## src/rtl/draw_pkg.sv

```systemverilog
// Shared types and constants for the shot draw queue: command payload, colours, FSM states.
package draw_pkg;

  localparam int unsigned COORD_W  = 4;
  localparam int unsigned COLOUR_W = 3;

  localparam logic [COLOUR_W-1:0] COLOUR_HIT  = 3'b100;
  localparam logic [COLOUR_W-1:0] COLOUR_MISS = 3'b111;

  typedef struct packed {
    logic [COORD_W-1:0] x;
    logic [COORD_W-1:0] y;
    logic               player;
    logic               hit;
  } draw_cmd_t;

  typedef enum logic [1:0] {
    S_IDLE    = 2'd0,
    S_ISSUE   = 2'd1,
    S_RELEASE = 2'd2
  } drawq_state_e;

endpackage

```

## src/rtl/shot_draw_queue_if.sv

```systemverilog
// Command intake and drawing-engine handshake bundle; slave = the queue, master = its environment.
interface shot_draw_queue_if;
  import draw_pkg::*;

  logic                cmd_valid;
  logic                cmd_ready;
  logic [COORD_W-1:0]  cmd_x;
  logic [COORD_W-1:0]  cmd_y;
  logic                cmd_player;
  logic                cmd_hit;

  logic                draw_start;
  logic [COORD_W-1:0]  draw_x;
  logic [COORD_W-1:0]  draw_y;
  logic                draw_player;
  logic [COLOUR_W-1:0] draw_colour;
  logic                draw_done;

  modport slave (
    input  cmd_valid, cmd_x, cmd_y, cmd_player, cmd_hit, draw_done,
    output cmd_ready, draw_start, draw_x, draw_y, draw_player, draw_colour
  );

  modport master (
    output cmd_valid, cmd_x, cmd_y, cmd_player, cmd_hit, draw_done,
    input  cmd_ready, draw_start, draw_x, draw_y, draw_player, draw_colour
  );
endinterface

```

## src/rtl/draw_fifo.sv

```systemverilog
// Power-of-two command FIFO with extra-MSB pointers; head is presented combinationally on rdata.
module draw_fifo
  import draw_pkg::*;
#(
  parameter int unsigned DEPTH = 8
) (
  input  logic                   clk,
  input  logic                   rst_n,
  input  logic                   push,
  input  draw_cmd_t              wdata,
  input  logic                   pop,
  output draw_cmd_t              rdata,
  output logic                   full,
  output logic                   empty,
  output logic [$clog2(DEPTH):0] count
);

  localparam int unsigned AW = $clog2(DEPTH);
  localparam int unsigned PW = AW + 1;

  draw_cmd_t     mem [DEPTH];
  logic [PW-1:0] wptr;
  logic [PW-1:0] rptr;
  logic          do_push;
  logic          do_pop;

  assign do_push = push && !full;
  assign do_pop  = pop && !empty;

  // Storage needs no reset; only entries between the pointers are ever read.
  always_ff @(posedge clk) begin
    if (do_push) mem[wptr[AW-1:0]] <= wdata;
  end

  always_ff @(posedge clk or negedge rst_n) begin
    if (!rst_n) begin
      wptr <= '0;
      rptr <= '0;
    end else begin
      if (do_push) wptr <= wptr + PW'(1);
      if (do_pop)  rptr <= rptr + PW'(1);
    end
  end

  assign full  = (wptr[AW] != rptr[AW]) && (wptr[AW-1:0] == rptr[AW-1:0]);
  assign empty = (wptr == rptr);
  assign count = wptr - rptr;
  assign rdata = mem[rptr[AW-1:0]];

endmodule

```

## src/rtl/shot_draw_queue.sv

```systemverilog
// Queues draw commands and issues them one at a time over a level start/done handshake.
// Optional drop statistics counter enabled by defining SHOT_DRAW_QUEUE_STATS_EN.
module shot_draw_queue
  import draw_pkg::*;
#(
  parameter int unsigned DEPTH = 8,
  parameter int unsigned GRID  = 10
) (
  input  logic                   clk,
  input  logic                   rst_n,
  shot_draw_queue_if.slave       bus,
  input  logic                   board_ready,
  output logic [$clog2(DEPTH):0] occupancy,
  output logic                   busy
`ifdef SHOT_DRAW_QUEUE_STATS_EN
  ,
  output logic [7:0]             drop_count
`endif
);

  drawq_state_e        state_q;
  drawq_state_e        state_d;
  draw_cmd_t           head;
  draw_cmd_t           wcmd;
  logic                full;
  logic                empty;
  logic                in_range;
  logic                accept;
  logic                push;
  logic                pop;

  logic                draw_start_q;
  logic [COORD_W-1:0]  draw_x_q;
  logic [COORD_W-1:0]  draw_y_q;
  logic                draw_player_q;
  logic [COLOUR_W-1:0] draw_colour_q;

  assign wcmd     = '{x: bus.cmd_x, y: bus.cmd_y, player: bus.cmd_player, hit: bus.cmd_hit};
  assign in_range = (32'(bus.cmd_x) < GRID) && (32'(bus.cmd_y) < GRID);
  assign accept   = bus.cmd_valid && !full;
  // Out-of-range commands still complete the handshake but never reach the FIFO.
  assign push     = accept && in_range;

  draw_fifo #(.DEPTH(DEPTH)) u_fifo (
    .clk   (clk),
    .rst_n (rst_n),
    .push  (push),
    .wdata (wcmd),
    .pop   (pop),
    .rdata (head),
    .full  (full),
    .empty (empty),
    .count (occupancy)
  );

  always_ff @(posedge clk or negedge rst_n) begin
    if (!rst_n) state_q <= S_IDLE;
    else        state_q <= state_d;
  end

  // Next state and pop decision; board_ready only matters when starting a new command.
  always_comb begin
    state_d = state_q;
    pop     = 1'b0;
    unique case (state_q)
      S_IDLE: begin
        if (board_ready && !empty && !bus.draw_done) begin
          pop     = 1'b1;
          state_d = S_ISSUE;
        end
      end
      S_ISSUE: begin
        if (bus.draw_done) state_d = S_RELEASE;
      end
      S_RELEASE: begin
        if (!bus.draw_done) state_d = S_IDLE;
      end
      default: state_d = S_IDLE;
    endcase
  end

  always_ff @(posedge clk or negedge rst_n) begin
    if (!rst_n) begin
      draw_start_q  <= 1'b0;
      draw_x_q      <= '0;
      draw_y_q      <= '0;
      draw_player_q <= 1'b0;
      draw_colour_q <= '0;
    end else begin
      draw_start_q <= (state_d == S_ISSUE);
      if (pop) begin
        draw_x_q      <= head.x;
        draw_y_q      <= head.y;
        draw_player_q <= head.player;
        draw_colour_q <= head.hit ? COLOUR_HIT : COLOUR_MISS;
      end
    end
  end

`ifdef SHOT_DRAW_QUEUE_STATS_EN
  logic [7:0] drop_cnt_q;

  always_ff @(posedge clk or negedge rst_n) begin
    if (!rst_n)                                   drop_cnt_q <= '0;
    else if (accept && !in_range && drop_cnt_q != 8'hFF) drop_cnt_q <= drop_cnt_q + 8'd1;
  end

  assign drop_count = drop_cnt_q;
`endif

  assign bus.cmd_ready   = !full;
  assign bus.draw_start  = draw_start_q;
  assign bus.draw_x      = draw_x_q;
  assign bus.draw_y      = draw_y_q;
  assign bus.draw_player = draw_player_q;
  assign bus.draw_colour = draw_colour_q;
  assign busy            = (state_q != S_IDLE);

endmodule

```

## src/flat_wrapper.sv

```systemverilog
// flat-port wrapper written by rule: the top's interface ports become plain ports
module shot_draw_queue_flat import draw_pkg::*;
#(
  parameter int unsigned DEPTH = 8,
  parameter int unsigned GRID  = 10
)
  (clk, rst_n, board_ready, occupancy, busy, bus_cmd_valid, bus_cmd_x, bus_cmd_y, bus_cmd_player, bus_cmd_hit, bus_draw_done, bus_cmd_ready, bus_draw_start, bus_draw_x, bus_draw_y, bus_draw_player, bus_draw_colour);
  shot_draw_queue_if bus_i ();
  input  logic clk;
  input  logic rst_n;
  input  logic board_ready;
  output logic [$clog2(DEPTH):0] occupancy;
  output logic busy;
  input wire logic [$bits(bus_i.cmd_valid)-1:0] bus_cmd_valid;
  input wire logic [$bits(bus_i.cmd_x)-1:0] bus_cmd_x;
  input wire logic [$bits(bus_i.cmd_y)-1:0] bus_cmd_y;
  input wire logic [$bits(bus_i.cmd_player)-1:0] bus_cmd_player;
  input wire logic [$bits(bus_i.cmd_hit)-1:0] bus_cmd_hit;
  input wire logic [$bits(bus_i.draw_done)-1:0] bus_draw_done;
  output wire logic [$bits(bus_i.cmd_ready)-1:0] bus_cmd_ready;
  output wire logic [$bits(bus_i.draw_start)-1:0] bus_draw_start;
  output wire logic [$bits(bus_i.draw_x)-1:0] bus_draw_x;
  output wire logic [$bits(bus_i.draw_y)-1:0] bus_draw_y;
  output wire logic [$bits(bus_i.draw_player)-1:0] bus_draw_player;
  output wire logic [$bits(bus_i.draw_colour)-1:0] bus_draw_colour;
  assign bus_i.cmd_valid = bus_cmd_valid;
  assign bus_i.cmd_x = bus_cmd_x;
  assign bus_i.cmd_y = bus_cmd_y;
  assign bus_i.cmd_player = bus_cmd_player;
  assign bus_i.cmd_hit = bus_cmd_hit;
  assign bus_i.draw_done = bus_draw_done;
  assign bus_cmd_ready = bus_i.cmd_ready;
  assign bus_draw_start = bus_i.draw_start;
  assign bus_draw_x = bus_i.draw_x;
  assign bus_draw_y = bus_i.draw_y;
  assign bus_draw_player = bus_i.draw_player;
  assign bus_draw_colour = bus_i.draw_colour;
  shot_draw_queue #(.DEPTH(DEPTH), .GRID(GRID)) u_core (.clk(clk), .rst_n(rst_n), .bus(bus_i), .board_ready(board_ready), .occupancy(occupancy), .busy(busy));
endmodule
```

## config.mk

```make
export PLATFORM = sky130hd
export DESIGN_NAME = shot_draw_queue_flat
export DESIGN_NICKNAME = d
export VERILOG_FILES = /design/src/rtl/draw_pkg.sv /design/src/rtl/shot_draw_queue_if.sv /design/src/rtl/draw_fifo.sv /design/src/rtl/shot_draw_queue.sv /design/src/flat_wrapper.sv
export SDC_FILE = /design/constraint.sdc
export NUM_CORES = 1
export LEC_CHECK = 0
export ABC_AREA = 1
export ABC_CLOCK_PERIOD_IN_PS = 4200
export BUFFER_PORTS_ARGS = -buffer_cell sky130_fd_sc_hd__buf_2
export CAP_MARGIN = 25
export CORE_MARGIN = 1.5
export CORE_UTILIZATION = 42
export CTS_BUF_LIST = sky130_fd_sc_hd__clkbuf_4
export DETAILED_ROUTE_END_ITERATION = 8
export GPL_ROUTABILITY_DRIVEN = 1
export HOLD_SLACK_MARGIN = 0.05
export SKIP_CTS_REPAIR_TIMING = 1
export SYNTH_ARGS = -nofsm -noshare
export SYNTH_HDL_FRONTEND = slang
export SYNTH_SLANG_ARGS = --single-unit
```

## constraint.sdc

```tcl
create_clock -name clk -period 4.2 [get_ports clk]
set_input_delay 0.42 -clock clk [delete_from_list [all_inputs] [get_ports clk]]
set_output_delay 0.42 -clock clk [all_outputs]
set_load 0.02 [all_outputs]
```

==> results.txt <==
Status -> complete, no violations
Clock power frac -> 19.0%
Unique cell type count in the Yosys netlist -> 28
Max VDD drop -> 0.254 mV
Placer congestion estimate -> 0.883
Commonest non-fill, non-tap cells in the layout -> 148 x nand2_1, 80 x edfxtp_1, 64 x inv_1
Site Rows -> 38
Pwr/cell area -> 661 mW/mm^2
Synth Cell Area -> 0.00461 sq mm
Post-synth top area cell -> edfxtp_1
Vias in the first global route -> 2,940
Max cap viols -> 0
Post-route ant nets -> 0
Top cell type's share of synthesized area -> 52.1%
H-Tree Depth -> 3
Avg WL per Cell -> 16.9 microns
Worst Max-Slew Pin Slew -> 0.811 ns
Register area share after synthesis -> 64.0%
Cells after Synth -> 450
Detailed-route DRC error count -> 0
Yosys warnings -> 0
Final min period -> 3.04 ns
CP Launch Point -> u_core.u_fifo.rptr[1]
Die H -> 108 microns
Post-route insts no fill -> 623
Port Buffer Count -> 33
Layout cell share with drive strength beyond 1 -> 15.3%
Max-slew violations -> 0
GRT Residual Overflow -> 0
TNS Setup -> 0 ns
Clock Skew -> 0.0349 ns
Root Driver -> clkbuf_4
Core area -> 0.0108 sq mm
Worst setup EP type -> flip-flop
Finish-stage setup viols -> 0
Nature of the critical path startpoint -> flip-flop
Die area -> 0.0116 sq mm
RSZ-0062 raised after global routing -> false
Via count -> 3,045
TritonCTS clock tree -> yes
Vias/cell -> 4.89
Worst setup path end -> u_core.u_fifo.mem[4][3]
Lkg Pwr -> 2.24 nW
Hold Crit Start -> bus_draw_done
Reg2Reg Setup Slack -> 1.16 ns
Setup Crit Path Kind -> flip-flop to flip-flop
Tot GR Track Use -> 19.4%
# nets final -> 499
Final Cycle Share -> 72.3%
Worst Path Arrival -> 3.13 ns
I/O Pins -> 34
First-pass GRT wire length -> 15,900 microns
Max Clk Rate -> 329 MHz
TritonCTS Buffers -> 9
Combinational share of power -> 41.2%
Area added between synthesis and finish -> 9.55%
Diode count -> 0
Die Wd -> 108 microns
R2R cell count -> 8
Initial core utilization -> 42.7%
Sw Ratio -> 41.0%
Final hold violation count -> 0
Inst Count DP -> 606
DR pass1 iterations -> 5
Hold crit path type -> primary input to flip-flop
Net Switching -> 1.37 mW
Flops & latches, synth -> 102
Sequential share of power -> 39.8%
Ranking of synthesized cells by area -> edfxtp_1 52%, nand2_1 12%, dfrtp_1 12%
DRT Wirelength -> 10,500 microns
Largest net degree at the start of global routing -> 44
Crit path max fanout -> 24
Starting DRC count in detailed routing -> 215
Mapped Nets -> 471
Fill count -> 980
Num Clock Sinks -> 102
Hpwl dp -> 7450 microns
Clk buf depth -> 2
Reg2reg start -> u_core.u_fifo.rptr[1]
RR Endpoint -> u_core.u_fifo.mem[4][3]
Relative slew slack -> 45.7%
Most common cell after layout, fill and taps aside -> nand2_1
Clock transition at path regs -> 0.15 ns
Synth Area per Inst -> 10.2 sq um
Clk_lat worst skew -> 0.46 ns
Hold-critical path depth -> 2
Initial antenna violation count -> 0
Internal Pwr Total -> 1.97 mW
Required @ worst endpoint -> 4.29 ns
-- worst min path at each step --
stage	to	slack, ns
finish	u_core.bus.draw_start	0.17
global route	u_core.bus.draw_start	0.17
CTS	u_core.state_q[1]	-0.07
detailed placement	u_core.state_q[0]	0.44
global placement	u_core.bus.draw_start	0.43
floorplan	u_core.bus.draw_colour[1]	0.12
-- state kept, by name, indices dropped and copies added, names as in the netlist --
register / cells
u_core.bus.draw_x: 4
u_core.state_q: 2
u_core.u_fifo.rptr: 4
u_core.u_fifo.wptr: 4
u_core.bus.draw_y: 4
u_core.bus.draw_start: 1
u_core.bus.draw_colour: 2
u_core.bus.draw_player: 1
u_core.u_fifo.mem: 80
-- per-stage QoR --
stage	utilization (%)	setup slack, ns	total power [mW]	hold slack [ns]	area (sq um)
final	46.8	1.16	3.34	0.170	5050
after global routing	46.8	0.875	3.56	0.173	5050
after CTS	46.7	1.15	3.36	-0.0702	5040
after detailed placement	44.9	1.19	2.73	0.442	4850
after global placement	44.9	1.27	2.72	0.433	4850
after floorplan	-	1.86	2.37	0.124	4610
-- power by group through the flow --
stage          Combinational [mW]  Sequential, mW  Clock (mW)
2_1_floorplan               0.985            1.38           0
3_3_place_gp                 1.37            1.35           0
3_5_place_dp                 1.38            1.35           0
4_1_cts                      1.38            1.33       0.645
5_1_grt                      1.53            1.35       0.681
6_report                     1.37            1.33       0.636
-- synthesized netlist by cell type (all sizes together) --
| library cell | count |
|---|---|
| a31oi | 1 |
| a21oi | 1 |
| o21ai | 3 |
| clkinv | 1 |
| nand3 | 73 |
| fa | 1 |
| nand2 | 153 |
| dfrtp | 22 |
| ha | 5 |
| buf | 18 |
| nor2 | 13 |
| o31ai | 2 |
| xnor2 | 1 |
| o21a | 1 |
| edfxtp | 80 |
| or2 | 1 |
| inv | 69 |
| xor2 | 4 |
| clkbuf | 1 |
-- final cells by class --
class | count | area [sq um] | area share [%]
Clock buffer | 11 | 82.6 | 1.63
Clock inverter | 5 | 108 | 2.13
Inverter | 70 | 263 | 5.20
Multi-Input combinational cell | 259 | 1280 | 25.3
Sequential cell | 102 | 2950 | 58.5
Tap cell | 140 | 175 | 3.47
Timing Repair Buffer | 36 | 190 | 3.77
-- routing by layer --
layer | wire length, microns | vias up | share of wire, % | GRT usage [%]
met5 | 0 | - | 0 | 0
met4 | 316 | 0 | 3.0 | 8.36
met3 | 436 | 23 | 4.1 | 2.85
met2 | 5200 | 80 | 49 | 32.8
met1 | 4570 | 1439 | 43 | 24.7
li1 | - | 1503 | - | -
-- kinds of logic (layout without fill, tap and decap cells) --
kind of cell / Yosys count / count (layout) / share of synthesized area (%)
compound gates: 8 / 8 / 1.06
xor+xnor: 5 / 5 / 0.950
fa+ha+maj: 6 / 6 / 1.79
buf+inv: 89 / 122 / 8.20
simple gates: 240 / 240 / 24.0
flops: 102 / 102 / 64.0
-- critical path, stage by stage, from the launching register on --
cell and delay [ns]:
dfrtp_1 0.39, buf_4 0.21, inv_1 0.50, ha_1 0.38
nand3_2 0.15, inv_2 0.06, nand2_2 0.12, nand3_1 0.17
nor2_1 0.68
(Power assumes the default switching activity.)
